## config.mk

```make
export PLATFORM = sky130hd
export DESIGN_NAME = hilo_ctrl
export DESIGN_NICKNAME = d
export VERILOG_FILES = /design/src/rtl/hilo_pkg.sv /design/src/rtl/hilo_ctrl.sv
export SDC_FILE = /design/constraint.sdc
export NUM_CORES = 1
export LEC_CHECK = 0
export CORE_ASPECT_RATIO = 0.9
export CORE_MARGIN = 2
export CORE_UTILIZATION = 41
export DETAILED_ROUTE_END_ITERATION = 16
export PLACE_DENSITY = 0.88
export SETUP_SLACK_MARGIN = 0.2
export SYNTH_ARGS = -nofsm -noshare
export SYNTH_HDL_FRONTEND = slang
export SYNTH_SLANG_ARGS = --single-unit
```

## constraint.sdc

```tcl
create_clock -name clk -period 2.3 [get_ports clk]
set_input_delay 0.23 -clock clk [delete_from_list [all_inputs] [get_ports clk]]
set_output_delay 0.23 -clock clk [all_outputs]
set_load 0.01 [all_outputs]
```

## src/rtl/hilo_pkg.sv

```systemverilog
// hilo_pkg: shared encodings for the HI/LO sequencing stage.
//   WIDTH   - datapath width (32)
//   op_e    - HI/LO-class operation codes from the execute stage
//   state_e - sequencer states
package hilo_pkg;

    localparam int WIDTH = 32;

    typedef enum logic [2:0] {
        OP_MULT  = 3'd0,
        OP_MULTU = 3'd1,
        OP_DIV   = 3'd2,
        OP_DIVU  = 3'd3,
        OP_MFHI  = 3'd4,
        OP_MFLO  = 3'd5,
        OP_MTHI  = 3'd6,
        OP_MTLO  = 3'd7
    } op_e;

    typedef enum logic [1:0] {
        ST_IDLE  = 2'd0,
        ST_START = 2'd1,
        ST_BUSY  = 2'd2
    } state_e;

    // Codes 0..3 are the ops that launch multdiv.
    function automatic logic is_muldiv(input op_e o);
        return ~o[2];
    endfunction

    // MULT/MULTU are codes 0/1, DIV/DIVU are 2/3.
    function automatic logic is_mult(input op_e o);
        return ~o[1];
    endfunction

    // Signed variants are the even codes of the mult/div group.
    function automatic logic is_signed_op(input op_e o);
        return ~o[0];
    endfunction

endpackage

```

## src/rtl/hilo_ctrl.sv

```systemverilog
// hilo_ctrl: sequences HI/LO-class instructions in front of the serial
// multdiv unit and owns the architectural HI/LO registers.
//   clk, reset_b         - clock, async active-low reset
//   op_valid, op         - instruction presented by execute, op code
//   rs_val, rt_val       - operands (rs_val also feeds MTHI/MTLO)
//   stall                - hold the presented op this cycle
//   mf_data              - HI or LO for MFHI/MFLO (valid when !stall)
//   hi, lo, div0         - architectural state, last-divide-by-zero flag
//   md_*  (outputs)      - start pulse, mode and operands to multdiv
//   md_prodh/prodl/run/dbz - multdiv results and status
module hilo_ctrl
    import hilo_pkg::*;
(
    input  logic             clk,
    input  logic             reset_b,
    input  logic             op_valid,
    input  logic [2:0]       op,
    input  logic [WIDTH-1:0] rs_val,
    input  logic [WIDTH-1:0] rt_val,
    output logic             stall,
    output logic [WIDTH-1:0] mf_data,
    output logic [WIDTH-1:0] hi,
    output logic [WIDTH-1:0] lo,
    output logic             div0,
    output logic             md_start,
    output logic             md_multdivb,
    output logic             md_signed,
    output logic [WIDTH-1:0] md_x,
    output logic [WIDTH-1:0] md_y,
    input  logic [WIDTH-1:0] md_prodh,
    input  logic [WIDTH-1:0] md_prodl,
    input  logic             md_run,
    input  logic             md_dbz
);

    state_e state;
    op_e    op_c;

    assign op_c = op_e'(op);

    // Any HI/LO-class op waits while an operation is in flight, including
    // the capture cycle, so MFHI/MFLO never sees a stale register.
    assign stall   = op_valid & (state != ST_IDLE);
    assign mf_data = (op_c == OP_MFHI) ? hi : lo;

    always_ff @(posedge clk or negedge reset_b) begin
        if (!reset_b) begin
            state       <= ST_IDLE;
            hi          <= '0;
            lo          <= '0;
            div0        <= 1'b0;
            md_start    <= 1'b0;
            md_multdivb <= 1'b0;
            md_signed   <= 1'b0;
            md_x        <= '0;
            md_y        <= '0;
        end else begin
            case (state)
                ST_IDLE: begin
                    if (op_valid) begin
                        if (is_muldiv(op_c)) begin
                            md_x        <= rs_val;
                            md_y        <= rt_val;
                            md_multdivb <= is_mult(op_c);
                            md_signed   <= is_signed_op(op_c);
                            md_start    <= 1'b1;
                            div0        <= 1'b0;
                            state       <= ST_START;
                        end else if (op_c == OP_MTHI) begin
                            hi <= rs_val;
                        end else if (op_c == OP_MTLO) begin
                            lo <= rs_val;
                        end
                    end
                end
                ST_START: begin
                    // multdiv samples start at this edge and raises run
                    // in the following cycle.
                    md_start <= 1'b0;
                    state    <= ST_BUSY;
                end
                ST_BUSY: begin
                    if (!md_run) begin
                        hi <= md_prodh;
                        lo <= md_prodl;
                        if (!md_multdivb)
                            div0 <= md_dbz;
                        state <= ST_IDLE;
                    end
                end
                default: begin
                    md_start <= 1'b0;
                    state    <= ST_IDLE;
                end
            endcase
        end
    end

endmodule
```

==> flow_summary.toml <==
[sta]
finalCriticalPeriod_ns = 2.10
tns_ns = 0
hold_violations = 0
period_share_pct = 91.5
fmax_ghz = 0.475
finalSetupViolCount = 0
slew_headroom_pct = 65.7
finalMaxSlewViolations = 0
whs_ns = 0.258
clock_skew_ns = 0.0104
rsz0062_at_grt = "true"
worst_slew_pin_slew_ns = 0.515

[die]
ios = 301
initial_core_util_pct = 41.5
fp.dieW_um = 135
die_height_um = 122
rows = 43
dieArea_mm2 = 0.0165
core_mm2 = 0.0153

[synthesis]
synth_cell_types = 22
synth_nets = 679
syn-instance-count = 543
ys_ff_latch = 134
syn_area_mm2 = 0.00634
yosysTopAreaCell = "dfrtp_1"
yosys_warnings = 0
yosysTopAreaCellShare_pct = 52.9
syn_area_per_cell_um2 = 11.7
ys_seq_area_share_pct = 52.9
synth_area_leaders = "dfrtp_1 (53%), mux2_2 (26%), nand2_1 (12%)"

[grt]
antenna_found_initial = 0
grt_usage_pct = 24.7
grt_pass1_vias = 5448
grt_first_pass_wirelength_um = 30600
grt_max_degree = 63
grt_overflow = 0

[drt]
drtPass1Iterations = 4
drt_iter0_drc = 146
wirelength_um = 20100
antenna_left = 0
wire_per_inst_um = 18.8
routed-via-count = 5281
viasPerCell = 4.93
drc = 0

[finish]
final_nets = 992
num_antenna_cells = 0
drive_above_1_share_pct = 28.7
final_common_cell = "clkdlybuf4s50_1"
final_cell_mix = "clkdlybuf4s50_1 (267), nand2_1 (196), mux2_2 (149), dfrtp_1 (132), clkbuf_2 (28)"
area_growth_pct = 61.8

[worst_setup_path]
crit_chain = "clkdlybuf4s50_1 -> nor3b_4 -> buf_6 -> buf_4 -> buf_12 -> mux2_2 -> clkdlybuf4s15_1"
slowest_delay_ns = 0.48
regToRegSetupSlack_ns = 0.39
r2r-start = "state[1]"
crit_type = "input port to primary output"
crit_fanout = 8
critPathArrivalTime_ns = 1.87
worstSetupEndpointType = "primary output"
worst_path_max_delay_cell = "clkdlybuf4s50_1"
ff2ff_path_depth = 4
start_kind = "input port"
required_ns = 2.07
reg2reg_to = "lo[8]"

[cts]
clkLatencyLatePin_ns = 0.42
cts_buffers = 17
clockRootBuffer = "clkbuf_16"
cts_sinks = 134
clockBufferDepth = 2
cts.clk_slew.worst_paths_ns = 0.06
cts_tree = "yes"
htree_levels = 4

[placement]
dp_hpwl_um = 13900
port_buffers = 300
gp_congestion = 0.779

[power]
combPwrFrac_pct = 40.9
pwr-share-seq_pct = 34.0
swShare_pct = 30.4
p_sw_w = 0.00352
power.share.clock_pct = 25.1
p_int_w = 0.00803
powerDensity_mw_per_mm2 = 1130
vdd_ir_drop_max_mv = 0.762
p_leak_nw = 4.55

[run_status]
outcome = "finished clean"

[hold_path]
worstHoldPathType = "input port to async pin"

[run]
drv_cap = 0
==> power groups by stage <==
stage,Clock [W],Combinational [W],Sequential (W)
4_1_cts,0.00294,0.00482,0.00393
6_report,0.00290,0.00472,0.00393
5_1_grt,0.00307,0.00504,0.00403
3_3_place_gp,0,0.00489,0.00392
3_5_place_dp,0,0.00499,0.00395
2_1_floorplan,0,0.00165,0.00419
==> registers in the layout (all words and copies together) (netlist names) <==
register     flops
md_start         1
md_x            32
md_multdivb      1
state            2
md_y            32
md_signed        1
div0             1
lo              32
hi              32
==> Yosys cell counts, drive strengths merged <==
| cell | count |
|---|---|
| nor2 | 1 |
| or4b | 1 |
| clkbuf | 6 |
| mux2i | 1 |
| nand3b | 2 |
| nor2b | 2 |
| o21ai | 4 |
| buf | 25 |
| a221oi | 2 |
| nor3b | 3 |
| mux2 | 160 |
| dfrtp | 134 |
| nand2b | 1 |
| nand2 | 196 |
| a21o | 1 |
| nand3 | 1 |
| inv | 3 |
==> per-stage QoR <==
step	instance area [um2]	worst slack (ns)	utilization [%]	power, W	instances
6_report	10200	0.196	67.1	0.0115	1071
5_1_grt	10200	0.139	67.1	0.0121	1071
4_1_cts	10300	0.110	67.6	0.0117	1069
3_5_place_dp	9620	-0.0504	62.9	0.00894	1031
3_3_place_gp	9620	0.0332	62.9	0.00881	1031
2_1_floorplan	6340	0.535	-	0.00584	543
==> logic make-up after synthesis <==
logic type | Yosys count | share of synthesized area, %
and+or+nand+nor | 207 | 12.8
AOI/OAI and AO/OA | 7 | 1.26
DFF | 134 | 52.9
muxes | 161 | 29.2
buffers and inverters | 34 | 3.83
==> layout make-up <==
class,instances,area [um2]
inverter,3,11.3
timing repair buffer,325,3240
clock buffer,24,482
tap,202,253
fill,1189,5030
multi-input combinational,375,2770
clock inverter,8,145
sequential,134,3360
==> repair_timing <==
item / in CTS / in global routing
endpoints found under the setup margin: 33 / 29
resized for setup: 39 / 63
hold buffers: 1 / 0
cloned: 3 / 0
buffers inserted: 2 / 2
endpoints found under the hold margin: 27 / 0
==> worst max-delay path by stage <==
stage | start | slack, ns | cells past startpoint | endpoint
finish | op[2] | 0.20 | 7 | mf_data[10]
CTS | op[2] | 0.11 | 7 | mf_data[0]
global route | op[2] | 0.14 | 7 | mf_data[5]
detailed placement | op[2] | -0.05 | 5 | mf_data[11]
global placement | op[2] | 0.03 | 5 | mf_data[9]
floorplan | state[1] | 0.54 | 4 | lo[0]
==> per-layer routing <==
metal | up-vias | routed length (um) | global-route usage (%)
met5 | - | 0 | 0
met4 | 0 | 542 | 9.31
met3 | 42 | 1500 | 7.49
met2 | 218 | 9820 | 42.1
met1 | 2583 | 8250 | 29.6
li1 | 2438 | - | -
==> critical path, delay by kind of cell <==
kind          cells  cell delay (ns)
buf+inv           5             1.11
mux               1             0.34
simple gates      1             0.18
Note: power is estimated with default switching activity, not from simulation.
==> variant 1, RTL diff (same flow settings) <==
The 3 states of `state_e` get a one-hot encoding in 3 bits.
--- a/src/rtl/hilo_pkg.sv
+++ b/src/rtl/hilo_pkg.sv
@@ -19,6 +19,6 @@
 
-    typedef enum logic [1:0] {
-        ST_IDLE  = 2'd0,
-        ST_START = 2'd1,
-        ST_BUSY  = 2'd2
+    typedef enum logic [2:0] {
+        ST_IDLE  = 3'b001,
+        ST_START = 3'b010,
+        ST_BUSY  = 3'b100
     } state_e;
Formal check against the unedited RTL: no difference found for any inputs over 4 cycles, from zero or initial values and one cycle with reset_b low; so few cycles prove little.
==> variant 1 against the unedited design <==
- first-iteration DRC count shrank 28%
- final cell count is 11% lower
- synthesized area grew 4.4%
- sequential cell count grew 1
- final area increased by 3.6%
- wire length is 4.5% lower
- setup slack gained 0.039 ns
- total power decreased by 1.3%
- fmax grew 1.9%
- sequential share of layout area shrank 0.92 points
- largest power group unchanged
- highest routed layer unchanged
==> variant 1: results (changes against the unedited design) <==
- Vias per cell: 5.12 (+3.8%)
- On the critical path, the stage with the largest delay is an instance of mux2_2.
* Overall track demand over capacity in global routing: 22.9% (-1.8 points)
- The peak per-stage delay on the critical path came to 0.32 ns (-0.16 ns).
- The total nets after synthesis was 551 (-19%).
- The maximum VDD drop was 680 µV (-11%).
- H-tree depth: 4 (unchanged)
- The flow ran to the end, and the final reports show no timing, DRC or antenna violations.
- Worst EP arrival: 1.84 ns (-0.03 ns)
- The iteration-0 DRC count of the detailed router was 105 (-28%).
* Proportion of synthesized flip-flops having asynchronous set or reset: 100% (unchanged)
- Setup crit end: mf_data[17]
- Reg-to-reg startpoint: state[0]
- Tightest Pin Transition: 0.468 ns (-0.0468 ns)
- Via count of the first global-routing pass: 5412 (-0.66%)
- The static leakage power came to 4.40 nW (-3.3%).
- The most critical setup path has its startpoint at op[0].
- Avg Cell Area, Syn: 15.9 µm² (+37%)
* Global-route wire length before repair: 29700 µm (-2.8%)
- Detail-routed net length per standard cell: 20.2 µm (+7.3%)
- Fraction of layout instances using a drive strength above 1: 38.9% (+10 points)
* Net count of the finished layout: 869 (-12%)
- Part of the Yosys area used for sequential elements: 51.1% (-1.8 points)
* Reg-to-Reg End: lo[7]
- The pin count of the biggest net entering global routing is 60 (-4.8%).
- Yosys warning total: 0 (unchanged)
* Worst clock skew: 0.00791 ns (-0.00246 ns)
* Synth top cells by count: 165 x mux2_2, 134 x dfrtp_1, 60 x mux2_4, 13 x buf_2, 6 x buf_12
- Class of the tightest hold or removal check: primary input to async pin
- Fillers: 1092 (-8.2%)
* Count of distinct cell types in the synthesized netlist: 29 (+32%)
* Count of antenna diodes in the layout: 0 (unchanged)
* Half-perimeter wire length after placement: 13800 µm (-0.92%)
* Reg2Reg Setup Slack: 0.30 ns (-0.09 ns)
- Total of buffers placed on input and output ports: 300 (unchanged)
- The highest net fanout along the worst path came to 4 (-4).
- Final RePlAce weighted congestion: 0.824 (+5.7%)
- By area the synthesized netlist is led by dfrtp_1 51%, mux2_2 28%, mux2_4 14%.
- Root buffer selected by CTS: clkbuf_16
- Reg2Reg Depth: 5 (+1)
## variant 1: cell count changes after synthesis, sizes merged, moves of 2 or more
cell	delta
o31ai	+2
nor2b	-2
inv	-2
clkbuf	-5
nand2	-194
a221oi	-2
mux2	+65
a21oi	+2
o21ai	+3
nand4bb	+2
## variant 1: area by class of cell
class,count,area share (%)
timing repair buffer,325,31.5
multi-input combinational,253,28.3
sequential,135,31.8
clock buffer,18,4.04
tap,207,2.44
clock inverter,14,1.87
inverter,1,0.0353
## variant 1: cells by family after synthesis
kind of cell | Yosys count | share of synthesized area, %
buffers and inverters | 27 | 3.71
AND/OR/NAND/NOR | 14 | 1.87
flip-flops | 135 | 51.1
multiplexers | 225 | 41.7
AO/OA/AOI/OAI | 14 | 1.59
## variant 1: where the power goes
part           total [mW]  internal [mW]  leakage [nW]  switching [mW]
Combinational        4.58           3.01          2.48            1.57
Clock                2.90           1.82         0.305            1.08
Sequential           3.91           3.23          1.61           0.676
## variant 1: per-stage QoR
stage                     hold WS (ns)  instances  power [mW]  cell area [µm²]  setup slack [ns]
after detailed placement         0.192        911        8.67             9890           -0.0351
after CTS                        0.305        953        11.5            10600             0.209
final                            0.300        953        11.4            10600             0.235
after global placement           0.188        911        8.53             9890           -0.0133
after floorplan                -0.0656        415        5.76             6610             0.505
after global routing             0.317        953        12.0            10600             0.180
## variant 1: worst min path at each step
stage / slack, ns / start / end / cells after the start
global route: 0.32 / reset_b / md_y[13] / 2
finish: 0.30 / reset_b / md_y[13] / 2
floorplan: -0.07 / reset_b / div0 / 0
CTS: 0.30 / reset_b / md_y[13] / 2
detailed placement: 0.19 / reset_b / md_y[13] / 1
global placement: 0.19 / reset_b / md_y[13] / 1
## variant 1: critical path: cells and delay by family
kind | cells | cell delay (ns)
buffers and inverters | 5 | 1.02
and+or+nand+nor | 1 | 0.26
muxes | 1 | 0.32
## variant 1: what timing repair did
action,in CTS,in global routing
pin swaps,1,1
setup buffers,7,0
gates resized for setup,41,8
endpoints found under the hold margin,46,0
setup endpoints to repair,33,8
hold buffers,1,0
gates cloned,2,0
## variant 1: routing by layer
layer / vias to the layer above / global-route usage [%] / wire length, µm
met5: - / 0 / 0
met4: 0 / 7.26 / 358
met3: 34 / 8.75 / 1700
met2: 227 / 39.0 / 9740
met1: 2455 / 26.3 / 7420
li1: 2160 / - / -
==> variant 2, RTL diff (config.mk and constraints unchanged) <==
Without the edit above. `WIDTH`: 32 -> 40. Comments in the files are not updated.
--- a/src/rtl/hilo_pkg.sv
+++ b/src/rtl/hilo_pkg.sv
@@ -6,3 +6,3 @@
 
-    localparam int WIDTH = 32;
+    localparam int WIDTH = 40;
 
Interface: changed (9 resized); port bits go from 301 to 373. No check against the original RTL was run, so the function may have changed too.
==> variant 2 against the unedited design <==
- fmax grew 0.57%
- hold slack gained 0.058 ns
- final cell count grew 22%
- synthesized area grew 21%
- final area grew 22%
- setup slack gained 0.012 ns
- sequential cell count grew 32
- total power grew 17%
- wire length grew 23%
- critical endpoint is now mf_data[32]
- largest power group unchanged
- highest routed layer unchanged
==> variant 2: results (changes against the unedited design) <==
- The run finished with clean final reports.
- The count of TritonRoute iterations in the first routing pass was 6 (+2).
* Class of the tightest hold or removal check: primary input to async pin
- Leakage power: 5.74 nW (+26%)
- Fillers: 1345 (+13%)
* Overall track demand over capacity in global routing: 24.5% (-0.18 points)
* Net count of the finished layout: 1220 (+23%)
- Placed cell count: 1270 (+23%)
- The iteration-0 DRC count of the detailed router is 257 (+76%).
- Largest cells by area after synthesis: dfrtp_1 54%, mux2_2 29%, nand2_1 12%
- The final weighted congestion in routability-driven placement was 0.814 (+4.5%).
- Clock Path Buffers: 2 (unchanged)
- Part of the Yosys area used for sequential elements: 54.0% (+1.1 points)
- Total Wirelength: 24700 µm (+23%)
- Peak VDD IR: 671 µV (-12%)
- The synthesized area divided by synthesized cell count was 11.5 µm² (-1.8%).
* Maximum number of pins on one net before global-route repair: 72 (+14%)
* Max Cap Violations: 0 (unchanged)
- Post-place instance area: 0.0118 mm² (+23%)
- Global-route wire length before repair: 37800 µm (+24%)
- The number of global-route vias before repair was 6860 (+26%).
* Crit-path max FO: 6 (-2)
- The share of cells above drive strength 1 was 25.3% (-3.4 points).
- The number of buffer cells added on primary ports was 372 (+24%).
- The worst slack at placement came to -0.0328 ns (+0.0176 ns).
- The number of distinct library cells after synthesis came to 20 (-9.1%).
* Post-Synthesis Net Count: 839 (+24%)
- The worst clock skew is 0.0107 ns (+0.000318 ns).
* Total vias in the final route: 6547 (+24%)
* Number of non-filler instances in the completed layout: 1310 (+22%)
* Worst relative slew slack: 65.2% (-0.43 points)
- Synth top cells by count: 244 x nand2_1, 199 x mux2_2, 166 x dfrtp_1, 27 x buf_2, 8 x buf_4
variant 2: final cells by class:
cell class	count	area, µm²	area share (%)
flip-flops and latches	166	4160	33.2
repair buffers	401	4130	33.0
multi-input cells	463	3360	26.8
clock buffers	21	460	3.68
well taps	245	307	2.45
clock inverters	11	93.8	0.750
inverters	3	11.3	0.0900
variant 2: repair_timing:
action / CTS / global route
setup endpoints to repair: 41 / 35
hold endpoints to repair: 43 / 0
buffers inserted: 5 / 1
gates cloned: 1 / 0
hold buffers: 1 / 0
pin swaps: 1 / 1
gates resized for setup: 29 / 35
variant 2: path summary, 6_finish.rpt:
| path | slack [ns] | endpoint | cells past startpoint | start |
|---|---|---|---|---|
| worst max-delay path | 0.21 | mf_data[32] | 8 | op[0] |
| worst min-delay path | 0.32 | hi[16] | 2 | reset_b |
| worst max register to register | 0.32 | lo[11] | 4 | state[1] |
| worst min register to register | 0.47 | md_x[7] | 2 | md_x[7] |
| max in group asynchronous | 1.26 | lo[10] | 3 | reset_b |
| min in group clk | 0.34 | md_y[31] | 3 | rt_val[31] |
variant 2: layer usage:
| metal | GRT usage, % | share of wire, % | vias to the layer above | routed length [µm] |
|---|---|---|---|---|
| met1 | 28.8 | 39 | 3208 | 9650 |
| met2 | 43.4 | 51 | 282 | 12700 |
| li1 | - | - | 3007 | - |
| met3 | 7.35 | 7.2 | 50 | 1770 |
| met5 | 0 | 0 | - | 0 |
| met4 | 7.46 | 2.6 | 0 | 630 |
variant 2: cells by family after synthesis:
kind of cell	Yosys count	synth area share (%)
simple gates	255	12.9
mux	201	29.4
flops	166	54.0
buf+inv	42	2.88
compound gates	7	0.749
variant 2: power groups by stage:
| stage | logic, mW | registers [mW] | clock network, mW |
|---|---|---|---|
| 6_report | 5.95 | 4.90 | 2.68 |
| 5_1_grt | 6.30 | 5.03 | 2.87 |
| 4_1_cts | 6.10 | 4.90 | 2.73 |
| 3_5_place_dp | 6.10 | 4.93 | 0 |
| 3_3_place_gp | 5.97 | 4.90 | 0 |
| 2_1_floorplan | 1.94 | 5.19 | 0 |
variant 2: stage by stage:
| step | setup TNS (ns) | hold slack [ns] |
|---|---|---|
| global route | 0 | 0.325 |
| floorplan | 0 | -0.0656 |
| CTS | 0 | 0.309 |
| detailed placement | -0.167 | 0.196 |
| global placement | -0.287 | 0.193 |
| finish | 0 | 0.317 |
variant 2: worst max-delay path, stage by stage:
cell             delay, ns
dlygate4sd2_1         0.27
nor3b_4               0.25
buf_6                 0.17
buf_16                0.13
buf_8                 0.12
buf_4                 0.11
mux2_2                0.33
clkdlybuf4s15_1       0.24
